File: config.mk
export PLATFORM = sky130hd
export DESIGN_NAME = alu_writeback
export DESIGN_NICKNAME = d
export VERILOG_FILES = /design/src/rtl/alu_writeback.sv
export SDC_FILE = /design/constraint.sdc
export NUM_CORES = 1
export LEC_CHECK = 0
export ABC_AREA = 0
export BUFFER_PORTS_ARGS = -buffer_cell sky130_fd_sc_hd__buf_2
export CORE_UTILIZATION = 35
export CTS_CLUSTER_DIAMETER = 150
export DETAILED_ROUTE_END_ITERATION = 8
export GPL_TIMING_DRIVEN = 1
export HOLD_SLACK_MARGIN = 0.06
export PLACE_DENSITY = 0.7
export REMOVE_ABC_BUFFERS = 1
export SKIP_CTS_REPAIR_TIMING = 1
export SKIP_LAST_GASP = 1
export SLEW_MARGIN = 20
export SYNTH_ARGS = -nofsm -noshare
export SYNTH_HDL_FRONTEND = slang
export SYNTH_SLANG_ARGS = --single-unit
File: constraint.sdc
create_clock -name clk -period 2.05 [get_ports clk]
set_input_delay 0.205 -clock clk [delete_from_list [all_inputs] [get_ports clk]]
set_output_delay 0.205 -clock clk [all_outputs]
set_load 0.005 [all_outputs]
File: src/rtl/alu_writeback.sv
// ALU writeback stage: flag merge into the SC register plus a 2-entry skid queue
// for lane-aligned register-file writes.
module alu_writeback #(
    parameter logic [7:0] SC_RESET = 8'hC0
) (
    input  logic        clk,
    input  logic        reset,
    input  logic        in_valid,
    output logic        in_ready,
    input  logic [15:0] alu_R,
    input  logic [3:0]  alu_flags,
    input  logic        alu_size,
    input  logic [3:0]  flag_mask,
    input  logic        wr_reg,
    input  logic [3:0]  dest_sel,
    input  logic        dest_hi,
    input  logic        sc_load,
    input  logic [7:0]  sc_load_value,
    output logic [7:0]  sc,
    output logic        carry_out,
    output logic        out_valid,
    input  logic        out_ready,
    output logic [15:0] out_data,
    output logic [1:0]  out_byte_en,
    output logic [3:0]  out_dest
);

    typedef enum logic [1:0] {StEmpty, StOne, StFull} state_e;

    state_e      state_q;
    logic [7:0]  sc_q;
    logic        in_ready_q;
    logic        o_valid_q;
    logic [15:0] o_data_q;
    logic [1:0]  o_be_q;
    logic [3:0]  o_dest_q;
    logic [15:0] k_data_q;
    logic [1:0]  k_be_q;
    logic [3:0]  k_dest_q;

    logic        accept;
    logic        push;
    logic        drain;
    logic [15:0] new_data;
    logic [1:0]  new_be;
    logic [7:0]  sc_d;

    assign accept = in_valid & in_ready_q;
    assign push   = accept & wr_reg;
    assign drain  = o_valid_q & out_ready;

    always_comb begin
        new_data = alu_R;
        new_be   = 2'b11;
        if (!alu_size) begin
            if (dest_hi) begin
                new_data = {alu_R[7:0], 8'h00};
                new_be   = 2'b10;
            end else begin
                new_data = {8'h00, alu_R[7:0]};
                new_be   = 2'b01;
            end
        end
    end

    // A direct SC load wins over the accepted op's flags.
    always_comb begin
        sc_d = sc_q;
        if (accept) begin
            if (sc_load) begin
                sc_d = sc_load_value;
            end else begin
                sc_d[3:0] = (sc_q[3:0] & ~flag_mask) | (alu_flags & flag_mask);
            end
        end
    end

    always_ff @(posedge clk or posedge reset) begin
        if (reset) begin
            state_q    <= StEmpty;
            sc_q       <= SC_RESET;
            in_ready_q <= 1'b1;
            o_valid_q  <= 1'b0;
            o_data_q   <= '0;
            o_be_q     <= '0;
            o_dest_q   <= '0;
            k_data_q   <= '0;
            k_be_q     <= '0;
            k_dest_q   <= '0;
        end else begin
            sc_q <= sc_d;
            unique case (state_q)
                StEmpty: begin
                    if (push) begin
                        o_valid_q <= 1'b1;
                        o_data_q  <= new_data;
                        o_be_q    <= new_be;
                        o_dest_q  <= dest_sel;
                        state_q   <= StOne;
                    end
                end
                StOne: begin
                    if (push && !drain) begin
                        k_data_q   <= new_data;
                        k_be_q     <= new_be;
                        k_dest_q   <= dest_sel;
                        in_ready_q <= 1'b0;
                        state_q    <= StFull;
                    end else if (push && drain) begin
                        o_data_q <= new_data;
                        o_be_q   <= new_be;
                        o_dest_q <= dest_sel;
                    end else if (drain) begin
                        o_valid_q <= 1'b0;
                        state_q   <= StEmpty;
                    end
                end
                StFull: begin
                    // in_ready is low here, so only a drain can happen.
                    if (drain) begin
                        o_data_q   <= k_data_q;
                        o_be_q     <= k_be_q;
                        o_dest_q   <= k_dest_q;
                        in_ready_q <= 1'b1;
                        state_q    <= StOne;
                    end
                end
                default: begin
                    state_q   <= StEmpty;
                    o_valid_q <= 1'b0;
                    in_ready_q <= 1'b1;
                end
            endcase
        end
    end

    assign in_ready    = in_ready_q;
    assign sc          = sc_q;
    assign carry_out   = sc_q[1];
    assign out_valid   = o_valid_q;
    assign out_data    = o_data_q;
    assign out_byte_en = o_be_q;
    assign out_dest    = o_dest_q;

endmodule

---- Word level (Yosys, flattened, before mapping) ----
Cells that the tools add are included.
Widths: inputs -> output; s select.
storage, ports and cells
  register bits ........................... 56
  bits of input ports ..................... 44
  output and inout port bits .............. 33
  logic and storage cells ................. 76
operators by class
  equality and inequality tests ........... 11
  mux-type cells .......................... 34
  bitwise logic cells ..................... 9
  reductions and logical operators ........ 11
operators with widths
  cell                count
  $mux 16             6
  $pmux 16 s3         1
  $mux 2              11
  $mux 4              5
  $ne 2x2->1 const B  7
  $pmux 2 s3          2
  $pmux 4 s3          1
  $reduce_and 5->1    2
  $and 4x4->4         2
  $mux 1              6
  $ne 3x3->1 const B  2
  $pmux 1 s3          2
  $not 4->4           1
  $or 4x4->4          1
  $reduce_and 2->1    2
  $reduce_and 4->1    1
  $and 1x1->1         3
  $reduce_and 3->1    1
  $reduce_bool 3->1   1
  $eq 2x1->1 const B  1
  $eq 2x2->1 const B  1
  $logic_and 1x1->1   2
  $logic_not 2->1     1
  $not 1->1           2
  $logic_not 1->1     1

---- Longest topological paths before layout ----
Gate-level depths: netlist of the first run.
  depth after elaboration ................. 6
  depth in mapped cells ................... 6
  mapped depth without buffers ............ 4

---- Least setup slack after synthesis of the first run ----
No wires, ideal clock.
  path kind ............................... register to register
  start point ............................. register in_ready_q, in the netlist in_ready
  end point ............................... register o_be_q[0], in the netlist out_byte_en[0]
  setup time .............................. 0.125 ns
  data arrival time ....................... 1.388 ns
  required time ........................... 1.925 ns
  path slack .............................. 0.537 ns
  cell stages (with the launch flop) ...... 6
  buffers on the path ..................... 1
  clock period less this slack ............ 1.513 ns
  path through ............................ dfstp_2 nand3_2 nor3_1 nor2_2 buf_6 mux2_4
on the way
  word-level cells in the longest chain between the ends .. 5
  elaborated cells on any way between the ends .. 8
RTL lines
  item                                         line      source
  from (decl)                                  32        logic in_ready_q;
  from (signal assigned)                       82        in_ready_q <= 1'b1;
  from (signal assigned)                       107       in_ready_q <= 1'b0;
  from (signal assigned)                       124       in_ready_q <= 1'b1;
  $and 1x1->1 *                                48        assign accept = in_valid & in_ready_q;
  $and 1x1->1 *                                49        assign push = accept & wr_reg;
  $logic_and 1x1->1, on equally long branches  109, 103
  $ne 2x2->1 (no line)                         -
  $reduce_and 5->1 (no line) *                 -
  to (signal assigned)                         97        o_be_q <= new_be;
  to (signal assigned)                         111       o_be_q <= new_be;
  to (signal assigned)                         122       o_be_q <= k_be_q;
  to (decl)                                    35        logic [1:0] o_be_q;
Every way passes the cells marked *; elsewhere a longest branch is shown, timed or not.
A chain may end at the register's enable or synchronous reset.

---- Worst setup path in the final report of the first run ----
  start point ............................. register in_ready_q, in the netlist in_ready
  end point ............................... register o_data_q[2], in the netlist out_data[2]
on the way
  word-level cells in the longest chain between the ends .. 5
  elaborated cells on any way between the ends .. 8
RTL lines
  item                                         line      source
  $and 1x1->1 *                                48
  $and 1x1->1 *                                49
  $logic_and 1x1->1, on equally long branches  109, 103
  $ne 2x2->1 (no line)                         -
  $reduce_and 5->1 (no line) *                 -
  to (signal assigned)                         96        o_data_q <= new_data;
  to (signal assigned)                         110       o_data_q <= new_data;
  to (signal assigned)                         121       o_data_q <= k_data_q;
  to (decl)                                    34        logic [15:0] o_data_q;
Marked as above.

==> metrics.txt, run 1 <==
status=finished, final reports clean; Gate power share=6.4%; Switching Share=20.5%; gp weighted congestion=0.772; fillers=721; clock period minus worst slack=1.87 ns; Seq pwr share=53.5%; CP endpoint kind=flip-flop; TritonCTS Buffers=5; clk buf depth=2; worst hold path depth=2; initial antenna violation count=0; Area Overhead vs Synth=23.7%; Slew Limit Fails=0; overall routing resource usage=15.8%; crit path max fanout=11; peak supply drop=0.354 mV; vias in the first global route=1994; FFs w/ async S/R, synth=100%; Critical Path RT=2.24 ns; mapped cell area=0.00266 sq mm; worst reg2reg path depth=4; htree depth=2; register bit total from synthesis=56; chip height=89.1 um; fin crit share=91.1%; skew final=0.00764 ns; crit-path cells=nand4b_1 -> a21oi_1 -> nor2_4 -> mux2_4; Synth Flop Type=dfrtp_1; first-pass GRT wire length=9410 um; Startpoint Class=flip-flop; switching power=0.423 mW; Die Span X=89.1 um; Warnings, synthesis=0; Post-DP HPWL=4120 um; largest net degree at the start of global routing=27; share of cells above drive strength 1=39.7%; Post-DRT Antenna Nets=0; starting density of the core=36.4%; final setup fails=0; Critical Path Max Stage Delay=0.59 ns; drt first-iter violations=46; Crit-path slowest cell=dfstp_2; FMAX=535 MHz; syn avg cell area=10.5 sq um; setup_tns=0 ns; pre-CTS setup slack=0.0540 ns; synthesized instance count=252; Clk pwr share=40.1%; Int Pwr=1.64 mW; Crit path depth=4; CTS Root Buffer Type=clkbuf_8; delay-heaviest family, CP=flip-flops; sequential area share after synthesis=52.9%; Max-Cap Viols=0; Rel. slew slack=52.8%; critical path type=flip-flop to flip-flop; IO buf count=76; grt ovf=0; commonest non-fill, non-tap cell in the layout=buf_2; worst skew pair latency=0.30 ns; commonest cells after routing, fill and taps aside=76 x buf_2, 53 x dfrtp_1, 52 x nand2_1; count of different cell masters after synthesis=33; CTS tree=yes; n_diodes=0; CP bufs+invs=0; RSZ-0062 raised after global routing=false; Die Area=0.00794 sq mm; wire per inst=13.8 um; standard-cell rows=31; Final Hold Fails=0; Clock Sinks=56; slew of the pin with the lowest slew margin=0.707 ns; Routed WL=5900 um; vias post-DR=2075; Critical Path AT=2.06 ns; Reg clk slew, reported paths=0.09 ns; Post-synth EDFFs=0; Hold Path Class=input port to flip-flop; Initial DRT Pass Iterations=4; layout net count=374; Final WS setup=0.182 ns; DRC=0; core area=0.00729 sq mm; pwr dens=628 mW/mm^2; total leakage power=1.78 nW; Via density=4.84; I/O Pins=77
## synthesized netlist by cell type, drive strengths merged, types with 3 or more instances
master	count	area, sq um
a21oi	15	75.1
a22oi	7	52.6
a31oi	3	18.8
and2	4	26.3
buf	13	87.6
dfrtp	53	1330
dfstp	3	78.8
mux2	30	413
nand2	52	195
nand2b	3	18.8
nand3	3	20.0
nor2	15	58.8
o21ai	34	170
## final timing paths
kind / start / end / slack [ns]
max in group asynchronous: reset / in_ready / 0.88
min reg2reg: k_be_q[0] / k_be_q[0] / 0.49
max: in_ready / out_data[2] / 0.18
max reg2reg: in_ready / out_data[2] / 0.18
min: sc_load_value[5] / sc[5] / 0.13
min in group asynchronous: reset / out_dest[3] / 0.49
## power groups by stage
stage                     registers [mW]  logic [mW]  clock network, mW
final                               1.10       0.132              0.828
after global routing                1.10       0.153              0.895
after CTS                           1.10       0.134              0.853
after detailed placement            1.13       0.133                  0
after global placement              1.13       0.129                  0
after floorplan                     1.13      0.0604                  0
## cell type report
| class | instances | area, sq um | area share, % |
|---|---|---|---|
| Clock buffer | 5 | 68.8 | 2.09 |
| Clock inverter | 2 | 60.1 | 1.83 |
| Inverter | 2 | 7.51 | 0.228 |
| Multi-Input combinational cell | 180 | 1170 | 35.6 |
| Sequential cell | 56 | 1410 | 42.8 |
| Tap cell | 99 | 124 | 3.77 |
| Timing Repair Buffer | 85 | 450 | 13.7 |
## per-stage QoR
step / area [sq um] / power (mW) / util, % / hold WS (ns) / cells
final: 3290 / 2.06 / 45.1 / 0.129 / 429
after global routing: 3290 / 2.15 / 45.1 / 0.119 / 429
after floorplan: 2560 / 1.19 / - / 0.301 / 237
after detailed placement: 3130 / 1.26 / 42.9 / 0.313 / 420
after CTS: 3260 / 2.09 / 44.7 / -0.0383 / 427
after global placement: 3130 / 1.26 / 42.9 / 0.292 / 420
## cell families after synthesis
group / count (synthesis) / synth area share (%)
buffers and inverters: 17 / 3.86
muxes: 30 / 15.5
AOI/OAI and AO/OA: 63 / 13.0
and+or+nand+nor: 86 / 14.6
DFF: 56 / 52.9
## worst register-to-register path, delay by kind of cell (launching register included)
| family | cells | cell delay, ns |
|---|---|---|
| flip-flops | 1 | 0.59 |
| AO/OA/AOI/OAI | 1 | 0.48 |
| multiplexers | 1 | 0.35 |
| AND/OR/NAND/NOR | 2 | 0.34 |
## layer usage
metal  vias to the layer above  wire, um  global-route usage [%]
li1                       1023         -                       -
met1                       983      2750                    20.1
met2                        61      2780                    26.6
met3                         8       289                    4.25
met4                         0        75                    4.76
met5                         -         0                       0
## sequential cells by signal (all words and copies together), names as in the netlist, named ones only
| name | flops |
|---|---|
| out_valid | 1 |
| in_ready | 1 |
| k_dest_q | 4 |
| sc | 4 |
| k_data_q | 16 |
| out_data | 16 |
| state_q | 2 |
| out_byte_en | 2 |
| out_dest | 4 |
| k_be_q | 2 |
(Power assumes the default switching activity.)
==> run 2, diff against run 1 <==
--- a/config.mk
+++ b/config.mk
@@ -13,6 +13,7 @@
 export GPL_TIMING_DRIVEN = 1
 export HOLD_SLACK_MARGIN = 0.06
 export PLACE_DENSITY = 0.7
+export RECOVER_POWER = 25
 export REMOVE_ABC_BUFFERS = 1
 export SKIP_CTS_REPAIR_TIMING = 1
 export SKIP_LAST_GASP = 1
==> run 2 against run 1 <==
Hold slack got worse by 0.00080 ns. First-iteration DRC count fell by 4.3%. Total power barely moved. Largest power group unchanged. Highest routed layer unchanged.
==> metrics.txt, run 2 (synthesized netlist as in run 1, its figures left out) <==
status=finished, final reports clean; Via density=4.83; total leakage power=1.75 nW; first-pass GRT wire length=9410 um; share of cells above drive strength 1=37.6%; crit path max fanout=11; layout net count=374; CTS Root Buffer Type=clkbuf_8; pwr dens=630 mW/mm^2; worst skew pair latency=0.30 ns; worst reg2reg path depth=4; critical path type=flip-flop to flip-flop; Startpoint Class=flip-flop; PnR Total Power=2.07 mW; placed insts=420; overall routing resource usage=15.8%; starting density of the core=36.4%; Final WS setup=0.181 ns; worst hold slack=0.129 ns; Die Area=0.00794 sq mm; gp weighted congestion=0.772; Max-Cap Viols=0; Clock Sinks=56; CP endpoint kind=flip-flop; n_diodes=0; worst hold path depth=2; commonest non-fill, non-tap cell in the layout=buf_2; Critical Path RT=2.25 ns; RSZ-0062 raised after global routing=false; IO buf count=76; vias in the first global route=1994; Initial DRT Pass Iterations=4; I/O Pins=77; Post-DRT Antenna Nets=0; slew of the pin with the lowest slew margin=1.03 ns; final setup fails=0; vias post-DR=2071; largest net degree at the start of global routing=27; peak supply drop=0.354 mV; clk buf depth=2; fin crit share=91.2%; core area=0.00729 sq mm; Final Non-Filler Cells=429; Critical Path AT=2.06 ns; Routed WL=5920 um; Core Util, Final=45.0%; Reg clk slew, reported paths=0.09 ns; skew final=0.00748 ns; grt ovf=0; FMAX=535 MHz; Final Hold Fails=0; chip height=89.1 um; standard-cell rows=31; TritonCTS Buffers=5; setup_tns=0 ns; Slew Limit Fails=0; DRC=0; CTS tree=yes; placed instance area=0.00313 sq mm; Die Span X=89.1 um; initial antenna violation count=0; commonest cells after routing, fill and taps aside=70 x buf_2, 53 x dfrtp_1, 52 x nand2_1; wire per inst=13.8 um; Post-DP HPWL=4120 um; drt first-iter violations=44; final instance area=0.00328 sq mm; pre-CTS setup slack=0.0540 ns; clock period minus worst slack=1.87 ns; Hold Path Class=input port to flip-flop; htree depth=2; Area Overhead vs Synth=23.4%; Rel. slew slack=31.5%; fillers=723
## run 2: final timing paths
kind	end	start	slack (ns)
max in group asynchronous	in_ready	reset	0.53
worst min register to register	k_be_q[0]	k_be_q[0]	0.49
min in group asynchronous	out_dest[3]	reset	0.68
worst max-delay path	out_data[2]	in_ready	0.18
worst max register to register	out_data[2]	in_ready	0.18
worst min-delay path	sc[5]	sc_load_value[5]	0.13
## run 2: worst max-delay path, cell delays in order (launching register included)
cell and delay, ns:
dfstp_2 0.59, nand4b_1 0.11, a21oi_1 0.48, nor2_4 0.23, mux2_4 0.35
## run 2: cell type report
class	instances	area (sq um)	area share (%)
multi-input combinational	180	1170	35.7
timing repair buffer	85	443	13.5
clock inverter	2	60.1	1.83
inverter	2	7.51	0.229
tap	99	124	3.78
clock buffer	5	68.8	2.10
sequential	56	1410	42.9
## run 2: routing by layer
layer	global-route usage (%)	vias to the layer above	part of all wire (%)
met3	4.25	8	4.9
met5	0	-	0
met1	20.1	979	47
met2	26.6	59	47
met4	4.76	0	1.3
li1	-	1025	-
## run 2: power by group
| group | internal, mW | switching [mW] | total [mW] |
|---|---|---|---|
| combinational | 0.0563 | 0.0757 | 0.132 |
| clock | 0.481 | 0.348 | 0.829 |
| sequential | 1.10 | 0 | 1.10 |
==> run 3, diff against run 2 <==
==> constraint.sdc (replaced) <==
create_clock -name clk -period 2.2 [get_ports clk]
set_input_delay 0.22 -clock clk [delete_from_list [all_inputs] [get_ports clk]]
set_output_delay 0.22 -clock clk [all_outputs]
set_load 0.005 [all_outputs]
==> run 3 against run 2 <==
Sequential cell count is the same. Setup slack got worse by 0.0049 ns. Register-to-register slack barely moved. Highest routed layer unchanged.
==> metrics.txt, run 3 (synthesized netlist as in run 1, its figures left out) <==
Post-DP HPWL=4030 um; TritonCTS Buffers=5; Routed WL=5800 um; IO buf count=76; Reg clk slew, reported paths=0.10 ns; Rel. slew slack=8.35%; clk buf depth=2; worst skew pair latency=0.31 ns; Post-DRT Antenna Nets=0; FMAX=494 MHz; Die Span X=89.1 um; pre-CTS setup slack=0.190 ns; Critical Path RT=2.40 ns; I/O Pins=77; Critical Path AT=2.22 ns; overall routing resource usage=15.7%; chip height=89.1 um; n_diodes=0; Startpoint Class=flip-flop; layout net count=368; Via density=4.90; CP endpoint kind=flip-flop; CTS Root Buffer Type=clkbuf_8; slew of the pin with the lowest slew margin=1.37 ns; initial antenna violation count=0; Area Overhead vs Synth=20.8%; vias post-DR=2076; Clock Sinks=56; wire per inst=13.7 um; status=finished, final reports clean; Slew Limit Fails=0; pwr dens=567 mW/mm^2; final setup fails=0; critical path type=flip-flop to flip-flop; starting density of the core=36.4%; commonest non-fill, non-tap cell in the layout=buf_2; total leakage power=1.74 nW; setup_tns=0 ns; Initial DRT Pass Iterations=4; RSZ-0062 raised after global routing=false; gp weighted congestion=0.812; core area=0.00729 sq mm; Hold Path Class=input port to flip-flop; first-pass GRT wire length=9490 um; grt ovf=0; share of cells above drive strength 1=38.5%; placed insts=416; htree depth=2; vias in the first global route=2001; largest net degree at the start of global routing=57; CTS tree=yes; Final Hold Fails=0; crit path max fanout=22; peak supply drop=0.263 mV; standard-cell rows=31; Final WS setup=0.176 ns; Core Util, Final=44.0%; worst hold slack=0.140 ns; DRC=0; Die Area=0.00794 sq mm; commonest cells after routing, fill and taps aside=76 x buf_2, 53 x dfrtp_1, 52 x nand2_1; skew final=0.00419 ns; Max-Cap Viols=0; drt first-iter violations=111; clock period minus worst slack=2.02 ns; fin crit share=92.0%; Final Non-Filler Cells=424
run 3: layout make-up:
class | count | area [sq um]
sequential | 56 | 1410
multi-input combinational | 179 | 1150
tap | 99 | 124
clock inverter | 3 | 42.5
inverter | 2 | 7.51
timing repair buffer | 80 | 408
fill | 735 | 4080
clock buffer | 5 | 68.8
run 3: critical path: stages (launching register included):
cell	delay, ns
dfrtp_1	0.49
nand4b_1	0.15
a21oi_1	0.12
nor2_4	0.73
mux2_2	0.41
run 3: report_power, final:
group / total, mW / internal (mW) / switching (mW)
sequential: 1.03 / 1.03 / 0
clock: 0.673 / 0.337 / 0.335
combinational: 0.119 / 0.0495 / 0.0694
total: 1.82 / 1.42 / 0.405
run 3: per-stage QoR:
step / power [mW] / instance area [sq um]
finish: 1.82 / 3210
global route: 1.90 / 3210
CTS: 1.86 / 3210
detailed placement: 1.17 / 3100
global placement: 1.17 / 3100
floorplan: 1.11 / 2560
run 3: routing by layer:
metal	share of wire, %	track usage [%]
met1	46	20.8
met2	49	26.5
met3	4.6	3.14
met4	0.95	3.90
met5	0	0
run 3: worst paths after layout:
check | from | cells after the start | to | slack [ns]
min in group asynchronous | reset | 3 | out_dest[3] | 0.36
max | state_q[1] | 4 | out_byte_en[1] | 0.18
min reg2reg | k_data_q[3] | 2 | k_data_q[3] | 0.49
max reg2reg | state_q[1] | 4 | out_byte_en[1] | 0.18
min | sc_load_value[4] | 2 | sc[4] | 0.14
max in group asynchronous | reset | 3 | k_be_q[1] | 1.02
